File: src/rtl/vending_machine_param.sv
// vending_machine_param
//   Coin-operated vending controller. It accepts nickels, dimes and quarters,
//   dispenses one item when the credit reaches PRICE, and pays back any change
//   dimes-first, one coin per cycle. Cancel refunds the current credit.
//
// Parameters
//   PRICE    item price in nickels (legal range 1 .. 2^CREDIT_W-6)
//   CREDIT_W credit register width in nickels
//   COUNT_W  vend counter width (the counter wraps modulo 2^COUNT_W)
//
// Ports
//   clk          rising-edge clock
//   reset        asynchronous active-low reset
//   N, D, Q      nickel / dime / quarter inserted this cycle
//   Cancel       refund request
//   Dispense     one-cycle item release pulse
//   ReturnNickel one nickel released this cycle
//   ReturnDime   one dime released this cycle
//   Busy         coin gate closed (state is not ACCUM)
//   CoinErr      one-cycle pulse after an illegal multi-coin input
//   Credit       current credit in nickels
//   VendCount    items dispensed since reset
module vending_machine_param #(
  parameter int PRICE    = 5,
  parameter int CREDIT_W = 4,
  parameter int COUNT_W  = 16
) (
  input  logic                clk,
  input  logic                reset,
  input  logic                N,
  input  logic                D,
  input  logic                Q,
  input  logic                Cancel,
  output logic                Dispense,
  output logic                ReturnNickel,
  output logic                ReturnDime,
  output logic                Busy,
  output logic                CoinErr,
  output logic [CREDIT_W-1:0] Credit,
  output logic [COUNT_W-1:0]  VendCount
);

  typedef enum logic [1:0] {
    ACCUM    = 2'b00,
    DISPENSE = 2'b01,
    CHANGE   = 2'b10,
    ILLEGAL  = 2'b11
  } state_t;

  localparam logic [CREDIT_W-1:0] PRICE_C = CREDIT_W'(PRICE);
  localparam logic [CREDIT_W-1:0] ONE_C   = CREDIT_W'(1);
  localparam logic [CREDIT_W-1:0] TWO_C   = CREDIT_W'(2);

  state_t               currentState, nextState;
  logic [CREDIT_W-1:0]  credit_q, credit_d;
  logic [COUNT_W-1:0]   vend_q, vend_d;
  logic                 coinerr_q, coinerr_d;
  logic [CREDIT_W-1:0]  sum;
  logic                 multi_coin;

  // Value in nickels of a single legal coin; zero for no coin or several coins.
  function automatic logic [CREDIT_W-1:0] coin_value(input logic n, input logic d,
                                                     input logic q);
    logic [CREDIT_W-1:0] v;
    v = '0;
    case ({n, d, q})
      3'b100:  v = CREDIT_W'(1);
      3'b010:  v = CREDIT_W'(2);
      3'b001:  v = CREDIT_W'(5);
      default: v = '0;
    endcase
    return v;
  endfunction

  function automatic logic two_or_more(input logic n, input logic d, input logic q);
    return (n & d) | (n & q) | (d & q);
  endfunction

  // Credit never exceeds PRICE+4, so this sum cannot overflow for legal PRICE.
  assign sum        = credit_q + coin_value(N, D, Q);
  assign multi_coin = two_or_more(N, D, Q);

  always_comb begin
    nextState = currentState;
    credit_d  = credit_q;
    vend_d    = vend_q;
    coinerr_d = 1'b0;
    case (currentState)
      ACCUM: begin
        coinerr_d = multi_coin;
        // Cancel outranks a purchase, so a coin arriving with Cancel is refunded.
        if (Cancel && (sum != '0)) begin
          nextState = CHANGE;
          credit_d  = sum;
        end else if (sum >= PRICE_C) begin
          nextState = DISPENSE;
          credit_d  = sum - PRICE_C;
        end else begin
          credit_d  = sum;
        end
      end
      DISPENSE: begin
        vend_d    = vend_q + COUNT_W'(1);
        nextState = (credit_q != '0) ? CHANGE : ACCUM;
      end
      CHANGE: begin
        // Dimes first; the last odd nickel finishes the payout.
        credit_d  = (credit_q >= TWO_C) ? (credit_q - TWO_C) : '0;
        nextState = (credit_d == '0) ? ACCUM : CHANGE;
      end
      default: nextState = ACCUM;
    endcase
  end

  always_ff @(posedge clk or negedge reset) begin
    if (!reset) begin
      currentState <= ACCUM;
      credit_q     <= '0;
      vend_q       <= '0;
      coinerr_q    <= 1'b0;
    end else begin
      currentState <= nextState;
      credit_q     <= credit_d;
      vend_q       <= vend_d;
      coinerr_q    <= coinerr_d;
    end
  end

  // Moore outputs: decoded from the state register and the credit only.
  assign Dispense     = (currentState == DISPENSE);
  assign ReturnDime   = (currentState == CHANGE) && (credit_q >= TWO_C);
  assign ReturnNickel = (currentState == CHANGE) && (credit_q == ONE_C);
  assign Busy         = (currentState != ACCUM);
  assign CoinErr      = coinerr_q;
  assign Credit       = credit_q;
  assign VendCount    = vend_q;

endmodule

File: config.mk
export PLATFORM = sky130hd
export DESIGN_NAME = vending_machine_param
export DESIGN_NICKNAME = d
export VERILOG_FILES = /design/src/rtl/vending_machine_param.sv
export SDC_FILE = /design/constraint.sdc
export NUM_CORES = 1
export LEC_CHECK = 0
export ABC_AREA = 1
export ABC_CLOCK_PERIOD_IN_PS = 3730
export CAP_MARGIN = 0
export CORE_MARGIN = 8
export CORE_UTILIZATION = 30
export DETAILED_ROUTE_END_ITERATION = 6
export PLACE_DENSITY = 0.6
export REMOVE_ABC_BUFFERS = 1
export SLEW_MARGIN = 40
export SYNTH_ARGS = -nofsm -noshare
export SYNTH_HDL_FRONTEND = slang
export SYNTH_SLANG_ARGS = --single-unit
File: constraint.sdc
create_clock -name clk -period 3.73 [get_ports clk]
set_clock_uncertainty 0.05 [all_clocks]
set_input_delay 0.373 -clock clk [delete_from_list [all_inputs] [get_ports clk]]
set_output_delay 0.373 -clock clk [all_outputs]
set_load 0.005 [all_outputs]
==> flow_summary_export.csv <==
group,metric,value,unit
synth,synth_top_family_by_area,"simple AND/OR/NAND/NOR gates",
routing,drc_errors,0,
synth,synth_area_per_cell,7.82,sq um
sta,fin_crit,2710,ps
finish,layout.nets,245,
power,p_per_area,624,nW/um^2
sta,final-hold-violation-count,0,
clocking,clock-sinks,23,
worst_hold_path,hp-class,"input pin to async pin",
power,p_sw,0.546,mW
worst_setup_path,worstSetupStartpointType,"input pin",
synth,synth_top_cell_by_area,"dfrtp_1",
placement,port_buffers,30,
placement,gp_congestion,0.876,
synth,synthSimpleGateAreaFrac,33.4,%
synth,synth_xor_area_share,9.09,%
sta,tns,0,ps
floorplan,ios,31,
worst_setup_path,r2r-start,"Credit[0]$_DFFE_PN0P_",
synth,synthDistinctLibCells,25,
clocking,cts_tree,"yes",
global_routing,gr-usage-all-layers,9.66,%
floorplan,die_y,87.7,um
sta,rsz0062_at_grt,"no",
synth,synth_compound_area_share,5.60,%
sta,relSlewSlack,64.5,%
synth,synth_top_area_share,37.3,%
routing,ant_nets,0,
clocking,path_clk_slew,80,ps
routing,dr.pass1.iters,4,
worst_setup_path,cp_cell_sequence,"clkdlybuf4s50_1, inv_1, a21oi_1, nor2_1, ha_1, fa_1, inv_1, ha_1, inv_1, nor2_1, nand3_1, nand2_2, nand2_1, nand2_1, nand3_1, nand2_1",
routing,wl_per_cell,11.6,um
power,total_power,1.23,mW
worst_setup_path,critPathRequiredTime,3830,ps
worst_setup_path,arrival,2820,ps
status,outcome,"complete, no violations",
clocking,clock_latency,260,ps
clocking,h-tree-depth,1,
power,ir_worst_vdd,0.391,mV
synth,post_synth_main_area_contributors,"dfrtp_1 (37%), nand2_1 (11%), xor2_1 (7.4%)",
global_routing,grt_pass1_vias,1331,
worst_setup_path,crit_fanout,8,
routing,via_per_inst,4.42,
synth,postSynthCellCount,197,
routing,drtIter0Drc,63,
floorplan,start_util,30.6,%
synth,synthAdderAreaFrac,6.98,%
global_routing,grt_pass1_wl,6000,um
synth,yosys_warnings,0,
worst_setup_path,crit_buf_inv,4,
flow_run,cap_violations,0,
routing,wl,3470,um
power,p_int,0.680,mW
clocking,post_cts_buffers,0,
global_routing,grt_overflow,0,
synth,ys_seq_elements,23,
finish,area_delta_synth_final,27.4,%
power,switching_share,44.5,%
finish,drive_gt1_share,6.96,%
floorplan,rows,26,
power,p_leak,0.949,nW
clocking,hold_buffers,0,
worst_setup_path,cp_top_family,"adder cells",
clocking,cts_buffer_depth,2,
global_routing,antenna_found_initial,0,
synth,synth.area.mux_share,0,%
clocking,cts_resized,0,
sta,tightest_slew,533,ps
worst_setup_path,r2r_setup_slack,1380,ps
power,p_seq_share,32.1,%
worst_setup_path,crit_start,"D",
placement,hpwl,2770,um
sta,slew_viol_final,0,
floorplan,die_area,7690,sq um
synth,netlist_area,1540,sq um
worst_setup_path,path_class,"input pin to register",
global_routing,grt_max_degree,24,
worst_setup_path,r2r-end,"Credit[1]$_DFFE_PN0P_",
clocking,cts_root_buf,"clkbuf_8",
floorplan,core_area,5040,sq um
worst_setup_path,r2r_cells,12,
power,pwr-share-comb,55.3,%
sta,setup_viol,0,
power,p_clk_share,12.7,%
worst_setup_path,critPathMaxStageDelay,500,ps
sta,max_freq,368,MHz
synth,yosysSeqAreaShare,37.3,%
floorplan,die_x,87.7,um
clocking,cts_buffers,3,
routing,vias,1325,
worst_setup_path,endpoint_kind,"register",
sta,period_share,72.8,%
worst_setup_path,slowest_stage,"clkdlybuf4s50_1",
finish,antenna_cells,0,
==> layer usage <==
metal	track usage, %	wire length, um	up-vias
li1	-	-	695
met1	11.8	1680	599
met2	16.8	1540	29
met3	2.25	228	2
met4	1.88	17	0
met5	0	0	-
==> worst max path at each step <==
stage	to	slack, ps	cells past startpoint
after CTS	Credit[0]$_DFFE_PN0P_	990	16
after detailed placement	Credit[0]$_DFFE_PN0P_	730	16
after global routing	Credit[3]$_DFFE_PN0P_	720	16
after floorplan	Credit[3]$_DFFE_PN0P_	1460	15
final	Credit[1]$_DFFE_PN0P_	1020	16
after global placement	Credit[1]$_DFFE_PN0P_	770	16
==> layout by cell type, fill, tap and decap left out <==
| cell type | instances |
|---|---|
| nand2_1 | 47 |
| inv_1 | 29 |
| clkdlybuf4s50_1 | 29 |
| dfrtp_1 | 23 |
| nand3_1 | 22 |
| nor2_1 | 14 |
| xor2_1 | 13 |
| o21ai_0 | 10 |
| ha_1 | 7 |
| nor3_1 | 4 |
| nor2_4 | 4 |
| nand2_2 | 4 |
| a21oi_1 | 3 |
| nand4_1 | 3 |
| xnor2_1 | 3 |
| clkbuf_8 | 3 |
| o21a_1 | 1 |
| inv_2 | 1 |
| nor4_1 | 1 |
| and2_1 | 1 |
| nor3_4 | 1 |
| o211ai_1 | 1 |
| nand3b_4 | 1 |
| nand3_4 | 1 |
| o22ai_1 | 1 |
| fa_1 | 1 |
| clkbuf_1 | 1 |
| buf_2 | 1 |
==> flip-flops by register name (all words and copies together) (netlist names) <==
name and flops:
VendCount 16, Credit 4, currentState 2, CoinErr 1
==> worst reg2reg max path, stage by stage (launching register included) <==
cell and delay, ps:
dfrtp_1 460, ha_1 270, fa_1 500, inv_1 70, ha_1 210, inv_1 90
nor2_1 50, nand3_1 110, nand2_2 120, nand2_1 120, nand2_1 60, nand3_1 60
nand2_1 50
==> power groups by stage <==
stage	Combinational, mW	Sequential, mW	Clock, mW
global route	0.795	0.402	0.172
finish	0.678	0.393	0.155
detailed placement	0.680	0.398	0
global placement	0.680	0.398	0
floorplan	0.437	0.381	0
CTS	0.685	0.394	0.158
==> synthesized netlist by cell type <==
library cell,number
nand2_1,47
inv_1,29
dfrtp_1,23
nand3_1,22
nor2_1,14
xor2_1,13
o21ai_0,10
ha_1,7
nand2_2,4
nor2_4,4
nor3_1,4
a21oi_1,3
nand4_1,3
xnor2_1,3
and2_1,1
buf_2,1
fa_1,1
inv_2,1
nand3_4,1
nand3b_4,1
nor3_4,1
nor4_1,1
o211ai_1,1
o21a_1,1
o22ai_1,1
==> per-stage QoR <==
stage	cells	util (%)	setup slack, ps	hold WS [ps]	instance area (sq um)
2_1_floorplan	196	-	1460	27.4	1540
3_3_place_gp	296	38.2	772	438	1920
3_5_place_dp	296	38.1	727	337	1920
4_1_cts	300	39.0	989	56.1	1960
5_1_grt	300	39.0	724	83.0	1960
6_report	300	39.0	1020	31.1	1960
==> area by class of cell <==
| class | count | area, sq um |
|---|---|---|
| Multi-Input combinational cell | 143 | 848 |
| Tap cell | 70 | 87.6 |
| Inverter | 30 | 113 |
| Fill cell | 523 | 3080 |
| Timing Repair Buffer | 30 | 295 |
| Sequential cell | 23 | 576 |
| Clock buffer | 4 | 45.0 |
==> kinds of logic (layout without fill, tap and decap cells) <==
kind of cell             count (synthesis)  after routing
AO/OA/AOI/OAI                           16             16
XOR/XNOR                                16             16
adder cells (fa/ha/maj)                  8              8
buffers and inverters                   31             64
flip-flops                              23             23
AND/OR/NAND/NOR                        103            103
No activity file was read; power rests on OpenSTA's default activity.
